**config.mk**
```make
export PLATFORM = sky130hd
export DESIGN_NAME = mux16_rr_arbiter
export DESIGN_NICKNAME = d
export VERILOG_FILES = /design/src/rtl/mux16_rr_arbiter_pkg.sv /design/src/rtl/mux16_to_1.sv /design/src/rtl/rr_pick16.sv /design/src/rtl/mux16_rr_arbiter.sv
export SDC_FILE = /design/constraint.sdc
export NUM_CORES = 1
export LEC_CHECK = 0
export BUFFER_PORTS_ARGS = -buffer_cell sky130_fd_sc_hd__clkbuf_2
export CAP_MARGIN = 20
export CORE_AREA = 2 2 229 231
export CTS_CLUSTER_DIAMETER = 150
export DETAILED_ROUTE_END_ITERATION = 10
export DIE_AREA = 0 0 231 233
export GPL_TIMING_DRIVEN = 0
export PLACE_DENSITY = 0.47
export SYNTH_ARGS = -nofsm -noshare
export SYNTH_HDL_FRONTEND = slang
export SYNTH_SLANG_ARGS = --single-unit
```
**constraint.sdc**
```tcl
create_clock -name clk -period 9.9 [get_ports clk]
set_input_delay 0.495 -clock clk [delete_from_list [all_inputs] [get_ports clk]]
set_output_delay 0.495 -clock clk [all_outputs]
set_load 0.005 [all_outputs]
```
**src/rtl/mux16_rr_arbiter_pkg.sv**
```systemverilog
// Shared types and constants for the 16-way round-robin result-mux arbiter.
package mux16_rr_arbiter_pkg;

    localparam int unsigned NREQ  = 16;
    localparam int unsigned SEL_W = 4;

    typedef logic [SEL_W-1:0] sel_t;

    typedef enum logic [0:0] {
        StIdle,
        StFull
    } state_e;

    // Binary requester index to one-hot grant vector.
    function automatic logic [NREQ-1:0] idx_to_onehot(input sel_t idx);
        logic [NREQ-1:0] oh;
        oh      = '0;
        oh[idx] = 1'b1;
        return oh;
    endfunction

endpackage

```
**src/rtl/mux16_to_1.sv**
```systemverilog
// 16:1 word mux over a flattened input bus; requester i sits at bits [i*SIZE +: SIZE].
module mux16_to_1
    import mux16_rr_arbiter_pkg::*;
#(
    parameter int unsigned SIZE = 32
) (
    input  logic [NREQ*SIZE-1:0] d,
    input  sel_t                 control,
    output logic [SIZE-1:0]      z
);

    logic [SIZE-1:0] words [NREQ];

    for (genvar i = 0; i < NREQ; i++) begin : g_unpack
        assign words[i] = d[i*SIZE +: SIZE];
    end

    // Select the word addressed by control.
    always_comb begin
        z = words[control];
    end

endmodule

```
**src/rtl/rr_pick16.sv**
```systemverilog
// Round-robin winner pick: rotate so ptr is bit 0, find the lowest set bit,
// then add ptr back to get the absolute index.
module rr_pick16
    import mux16_rr_arbiter_pkg::*;
(
    input  logic [NREQ-1:0] req,
    input  sel_t            ptr,
    output logic            valid,
    output sel_t            idx
);

    logic [2*NREQ-1:0] dbl;
    logic [NREQ-1:0]   rot;
    sel_t              off;

    // Rotate, priority-encode, unrotate.
    always_comb begin
        dbl = {req, req} >> ptr;
        rot = dbl[NREQ-1:0];
        off = '0;
        for (int i = NREQ - 1; i >= 0; i--) begin
            if (rot[i]) begin
                off = sel_t'(i);
            end
        end
        valid = |req;
        idx   = ptr + off;
    end

endmodule

```
**src/rtl/mux16_rr_arbiter.sv**
```systemverilog
// Round-robin arbiter sharing one 16:1 result mux; captures the winner's word
// into an output register and hands it downstream over valid/ready.
module mux16_rr_arbiter
    import mux16_rr_arbiter_pkg::sel_t;
    import mux16_rr_arbiter_pkg::state_e;
    import mux16_rr_arbiter_pkg::StIdle;
    import mux16_rr_arbiter_pkg::StFull;
    import mux16_rr_arbiter_pkg::idx_to_onehot;
#(
    parameter int unsigned SIZE = 32,
    parameter int unsigned NREQ = 16
) (
    input  logic                 clk,
    input  logic                 rst_n,
    input  logic [NREQ-1:0]      req,
    input  logic [NREQ*SIZE-1:0] req_data,
    output sel_t                 sel,
    output logic [NREQ-1:0]      gnt,
    output logic [SIZE-1:0]      out_data,
    output logic                 out_valid,
    input  logic                 out_ready,
    output logic                 busy
);

    state_e          state_q, state_d;
    sel_t            ptr_q;
    sel_t            sel_q;
    logic [NREQ-1:0] gnt_q;
    logic [SIZE-1:0] out_data_q;

    logic            pick_valid;
    sel_t            pick_idx;
    logic [SIZE-1:0] mux_z;
    logic            load;

    rr_pick16 u_pick (
        .req   (req),
        .ptr   (ptr_q),
        .valid (pick_valid),
        .idx   (pick_idx)
    );

    mux16_to_1 #(
        .SIZE (SIZE)
    ) u_mux (
        .d       (req_data),
        .control (sel),
        .z       (mux_z)
    );

    // Capture whenever someone requests and the output slot is free or draining.
    always_comb begin
        load = pick_valid & (~out_valid | out_ready);
    end

    // State register.
    always_ff @(posedge clk or negedge rst_n) begin
        if (!rst_n) begin
            state_q <= StIdle;
        end else begin
            state_q <= state_d;
        end
    end

    // Next-state logic.
    always_comb begin
        state_d = state_q;
        unique case (state_q)
            StIdle: if (load) state_d = StFull;
            StFull: begin
                if (load) begin
                    state_d = StFull;
                end else if (out_ready) begin
                    state_d = StIdle;
                end
            end
            default: state_d = StIdle;
        endcase
    end

    // Outputs; sel only follows the winner on load so it stays put under backpressure.
    always_comb begin
        out_valid = (state_q == StFull);
        gnt       = gnt_q;
        out_data  = out_data_q;
        sel       = load ? pick_idx : sel_q;
        busy      = out_valid | (|req);
    end

    // Datapath: capture the selected word, pulse the grant, advance the pointer.
    always_ff @(posedge clk or negedge rst_n) begin
        if (!rst_n) begin
            out_data_q <= '0;
            gnt_q      <= '0;
            ptr_q      <= '0;
            sel_q      <= '0;
        end else begin
            sel_q <= sel;
            if (load) begin
                out_data_q <= mux_z;
                gnt_q      <= idx_to_onehot(pick_idx);
                ptr_q      <= pick_idx + sel_t'(1);
            end else begin
                gnt_q      <= '0;
            end
        end
    end

endmodule

```
### Yosys cells after proc, flatten, opt, wreduce, memory -nomap -nowiden

Index checks and enable logic that the tools add are counted.

* register bits after elaboration: 57
* word-level logic and storage cells: 45
* output and inout port bits: 54
* input bits: 531

* magnitude comparators: 3
* bitwise logic cells: 5
* shift operators: 1
* mux-type cells: 27
* reductions and logical operators: 2
* add/subtract/negate cells: 2

Operator list (count)
* $bmux W32 S4: 1
* $mux W4: 17
* $mux W32: 2
* $shr A32 B4 Y16: 1
* $mux W16: 1
* $reduce_or A16 Y1: 1
* $ge A5 B5 Y1 const B: 1
* $lt A4 B5 Y1 const B: 1
* $not A4 Y5: 1
* $add A4 B1 Y4 const B: 1
* $add A4 B4 Y4: 1
* $demux W1 S4: 1
* $ge A4 B1 Y1 const B: 1
* $mux W1: 4
* $or A1 B1 Y1: 2
* $pmux W1 S2: 1
* $and A1 B1 Y1: 1
* $logic_and A1 B1 Y1: 1
* $not A1 Y1: 1

### Depth between registers and ports, before layout

* depth in word-level cells: 23
* depth in mapped cells: 20
* depth with buffers taken out: 16

### Hierarchy

From an unflattened synthesis, not the netlist that was laid out.

* cells, all modules: 512
* area total of the unflattened synthesis: 7205.7 um^2

By module, submodules not included
* mux16_to_1: cells each 271, area each 3728.6 um^2, sequential area each 0.0 um^2, times used 1
* mux16_rr_arbiter: cells each 142, area each 2296.0 um^2, sequential area each 1426.4 um^2, times used 1
* rr_pick16: cells each 99, area each 1181.1 um^2, sequential area each 0.0 um^2, times used 1

### Worst setup path before layout

Ideal clock, no wire load.

* path kind: register to register
* start point: reg ptr_q[3]
* end point: reg out_data_q[3] (netlist: out_data[3])
* data arrival time: 4741 ps
* path slack: 5024 ps
* path buffers: 4
* library setup time: 134 ps
* period minus slack after synthesis: 4876 ps
* data required time: 9766 ps
* stages on the path, launching flop included: 21
* path through: dfrtp_1 buf_2 buf_2 buf_2 mux2_2 mux2i_1 a211oi_1 o31ai_1 a32o_1 o22ai_1 a41o_1 ha_1 fa_1 xor2_1 nand2_1 mux2_2 clkbuf_1 o32ai_1 a221oi_1 nor4_1 a211oi_2

* word-level cells in the longest chain between the ends: 23

RTL lines
* from (decl): RTL line mux16_rr_arbiter.sv:26 `sel_t ptr_q;`
* from (signal assigned): RTL line mux16_rr_arbiter.sv:102 `ptr_q <= pick_idx + sel_t'(1);`
* $shr A32 B4 Y16: RTL line rr_pick16.sv:18 `dbl = {req, req} >> ptr;`
* $mux W4 (16 in a row): RTL line rr_pick16.sv:22 `if (rot[i]) begin`
* $add A4 B4 Y4 (*): RTL line rr_pick16.sv:27 `idx = ptr + off;`
* $mux W4 (*): RTL line mux16_rr_arbiter.sv:86 `sel = load ? pick_idx : sel_q;`
* $not A4 Y5 (not written as such) (*): RTL line mux16_to_1.sv:20 `z = words[control];`
* $bmux W32 S4 (*): RTL line mux16_to_1.sv:20
* $mux W32 (not written as such) (*) (2 in a row): RTL line mux16_to_1.sv:20
* to (signal assigned): RTL line mux16_rr_arbiter.sv:100 `out_data_q <= mux_z;`
* to (decl): RTL line mux16_rr_arbiter.sv:29 `logic [SIZE-1:0] out_data_q;`

Mark *: on every way between the ends. The rest lies on a longest branch, timed or not. The select of a mux whose other input is x is not followed.
A chain may end at the register's enable or synchronous reset.

### Worst setup path after layout

* start point: reg ptr_q[3]
* end point: reg out_data_q[30] (netlist: out_data[30])

The elaborated chain is that of the path after synthesis.

==> summary.txt <==
Clocking
  – H-tree depth: 3
  – Clock slew at reported path FFs: 0.07 ns
  – CTS Buf Count: 9
  – CTS tree: done
  – CTS sink count: 57
  – Clk Latency, worst-skew pair: 0.35 ns
  – Clock root buffer: clkbuf_16
  – Bufs on Longest Clock Path: 2
  – Setup Fix Bufs, Post-CTS: 0

Floorplan
  – Num rows: 83
  – Initial core utilization: 17.1%
  – Die area: 0.0538 sq mm
  – Total I/O pin count: 585
  – Die W: 231 microns
  – Die height: 233 microns
  – Core ar.: 0.0511 sq mm

Routing
  – Routed WL per cell: 23.5 microns
  – DRT antenna net count: 0
  – Starting DRT DRC Count: 805
  – Pre-antenna DRT Iters: 5
  – Via count: 12500
  – Vias per inst: 4.91
  – Final wirelength: 59.7 mm
  – Drc violations: 0

Synthesis
  – Mapped cell area: 0.00872 sq mm
  – Ys flop type: dfrtp_1
  – Synth Warn #: 0
  – Syn nets: 1800
  – Yosys cell types: 65
  – Post-synthesis average cell area: 6.92 sq um
  – Mapped Cells: 1261
  – Seq/Total Area, Yosys: 16.4%
  – Number of flops mapped to enable cells by yosys: 0
  – Async SR Flop Fraction: 100%
  – #FFs+latches synth: 57

STA
  – Clock skew: 0.0152 ns
  – Setup violators final: 0
  – Post-route minimum period: 7.00 ns
  – FMAX: 0.143 GHz
  – Least-Margin Pin Slew: 1.12 ns
  – Fin. Hold Viols: 0
  – Final Max Tran Viols: 0
  – RSZ-0062 raised after global routing: no
  – Final setup TNS: 0 ns
  – Final cycle utilization of the critical path: 70.7%
  – Worst rel slew slack: 24.9%

Finish
  – Most common cell after layout, fill and taps aside: clkbuf_2
  – Diode count: 0
  – Layout cells sized above 1: 38.6%
  – Final instance area: 0.0129 sq mm
  – Final #Nets: 2398
  – Post-Layout Cell Count: 2544
  – Area growth, synth to finish: 47.7%
  – Commonest cells after routing, fill and taps aside: clkbuf_2 (583), nand2_1 (377), nand3_1 (138)

Setup path
  – Worst Setup End Kind: register
  – Worst r2r src: ptr_q[3]
  – CP Data Required Time: 10.16 ns
  – R2R cell count: 19
  – CP most frequent cell: buf_2
  – CP max stage delay: 0.80 ns
  – Worst-path fanout max: 10
  – CP Cell Sequence: buf_2 -> buf_2 -> buf_2 -> mux2_2 -> mux2i_1 -> o21ai_0 -> o31ai_1 -> a32o_1 -> o22ai_1 -> a41o_1 -> ha_1 -> mux2i_1 -> buf_2 -> buf_1 -> clkbuf_1 -> nand2_1 -> nand3_1 -> nand4_1 -> a211oi_2
  – CP max-delay cell: buf_1
  – Crit Path Class: register to register
  – Worst path arrival time: 7.26 ns
  – Worst reg2reg endpoint: out_data[30]
  – Worst R2R Setup Slack: 2.90 ns
  – Crit start category: register

Min path
  – Hold path depth: 1
  – Hold_sp: sel_q[3]
  – Hold Crit Class: register to register
  – Hold EP: sel_q[3]

Place
  – Final HPWL DP: 50.8 mm
  – Port Buffer Count: 584
  – Routability cong.: 0.941
  – Placed cell area: 0.0125 sq mm
  – Placed insts: 2526

Global routing
  – Vias in the first global route: 12600
  – First-pass GRT wire length: 83.6 mm
  – GRT overflow: 0
  – Antenna violations before repair: 2
  – Gr usage total: 21.3%
  – Largest net degree at the start of global routing: 55

Flow run
  – Max Cap Violations: 0

Outcome
  – Outcome: finished, final reports clean
==> timing repair <==
| action | CTS | global route |
|---|---|---|
| gates resized for setup | 0 | 0 |
| hold endpoints to repair | 3 | 0 |
| hold buffers | 1 | 0 |
==> sequential cells by signal, indices dropped and copies added, names as in the netlist <==
signal / flops
out_data: 32
gnt: 16
ptr_q: 4
sel_q: 4
out_valid: 1
==> critical path, delay by kind of cell, from the launching register on <==
kind	cells	cell delay, ns
and+or+nand+nor	3	0.51
adders and majority gates	1	0.40
AOI/OAI and AO/OA	6	1.28
DFF	1	0.32
buffers and inverters	6	2.90
muxes	3	1.46
==> synth_stat cells, types with 32 or more instances <==
library cell | count | share of area (%)
a21oi_1 | 71 | 4.1
nor4_1 | 32 | 2.3
mux2_2 | 40 | 5.2
nand4_1 | 32 | 2.3
dfrtp_1 | 57 | 16
nor2_1 | 56 | 2.4
nand3_1 | 138 | 7.9
mux2i_1 | 78 | 9.0
o32ai_1 | 33 | 3.3
nand2b_1 | 40 | 2.9
a221oi_1 | 33 | 3.3
clkbuf_1 | 90 | 3.9
nand2_1 | 377 | 16
==> cells by family after synthesis <==
group	synth area share (%)
and+or+nand+nor	36.8
AOI/OAI and AO/OA	20.0
muxes	18.9
buffers and inverters	5.81
DFF	16.4
xor gates and xnor gates	0.961
adders and majority gates	1.23
==> final cells by class <==
class,instances,area (sq um)
tap,680,851
timing repair buffer,587,2970
inverter,6,22.5
sequential,57,1430
multi-input combinational,1083,6800
clock inverter,5,78.8
buffer,115,484
fill,5881,38200
clock buffer,11,243
==> worst max-delay path by stage <==
stage | from | endpoint | slack [ns] | cells past startpoint
4_1_cts | ptr_q[3] | out_data[30] | 2.84 | 19
3_3_place_gp | ptr_q[3] | out_data[21] | 2.35 | 18
5_1_grt | ptr_q[3] | out_data[30] | 2.56 | 19
6_report | ptr_q[3] | out_data[30] | 2.90 | 19
3_5_place_dp | ptr_q[3] | out_data[22] | 2.87 | 18
2_1_floorplan | ptr_q[3] | out_data[3] | 5.02 | 20
==> per-layer routing <==
layer | track usage [%] | up-vias | share of wire [%]
met3 | 4.13 | 46 | 6.7
met2 | 38.3 | 608 | 51
met5 | 0 | - | 0.045
met1 | 26.6 | 6024 | 41
met4 | 3.61 | 4 | 1.2
li1 | - | 5799 | -
==> stage by stage <==
step	utilization (%)	setup WS, ns	hold slack [ns]
floorplan	-	5.02	0.199
global placement	24.5	2.35	0.461
detailed placement	24.5	2.87	0.330
CTS	25.2	2.84	0.488
global route	25.2	2.56	0.527
finish	25.2	2.90	0.487
Power is not shown: default switching activity piles up to over one toggle a cycle in this logic, so the estimate is an artifact.
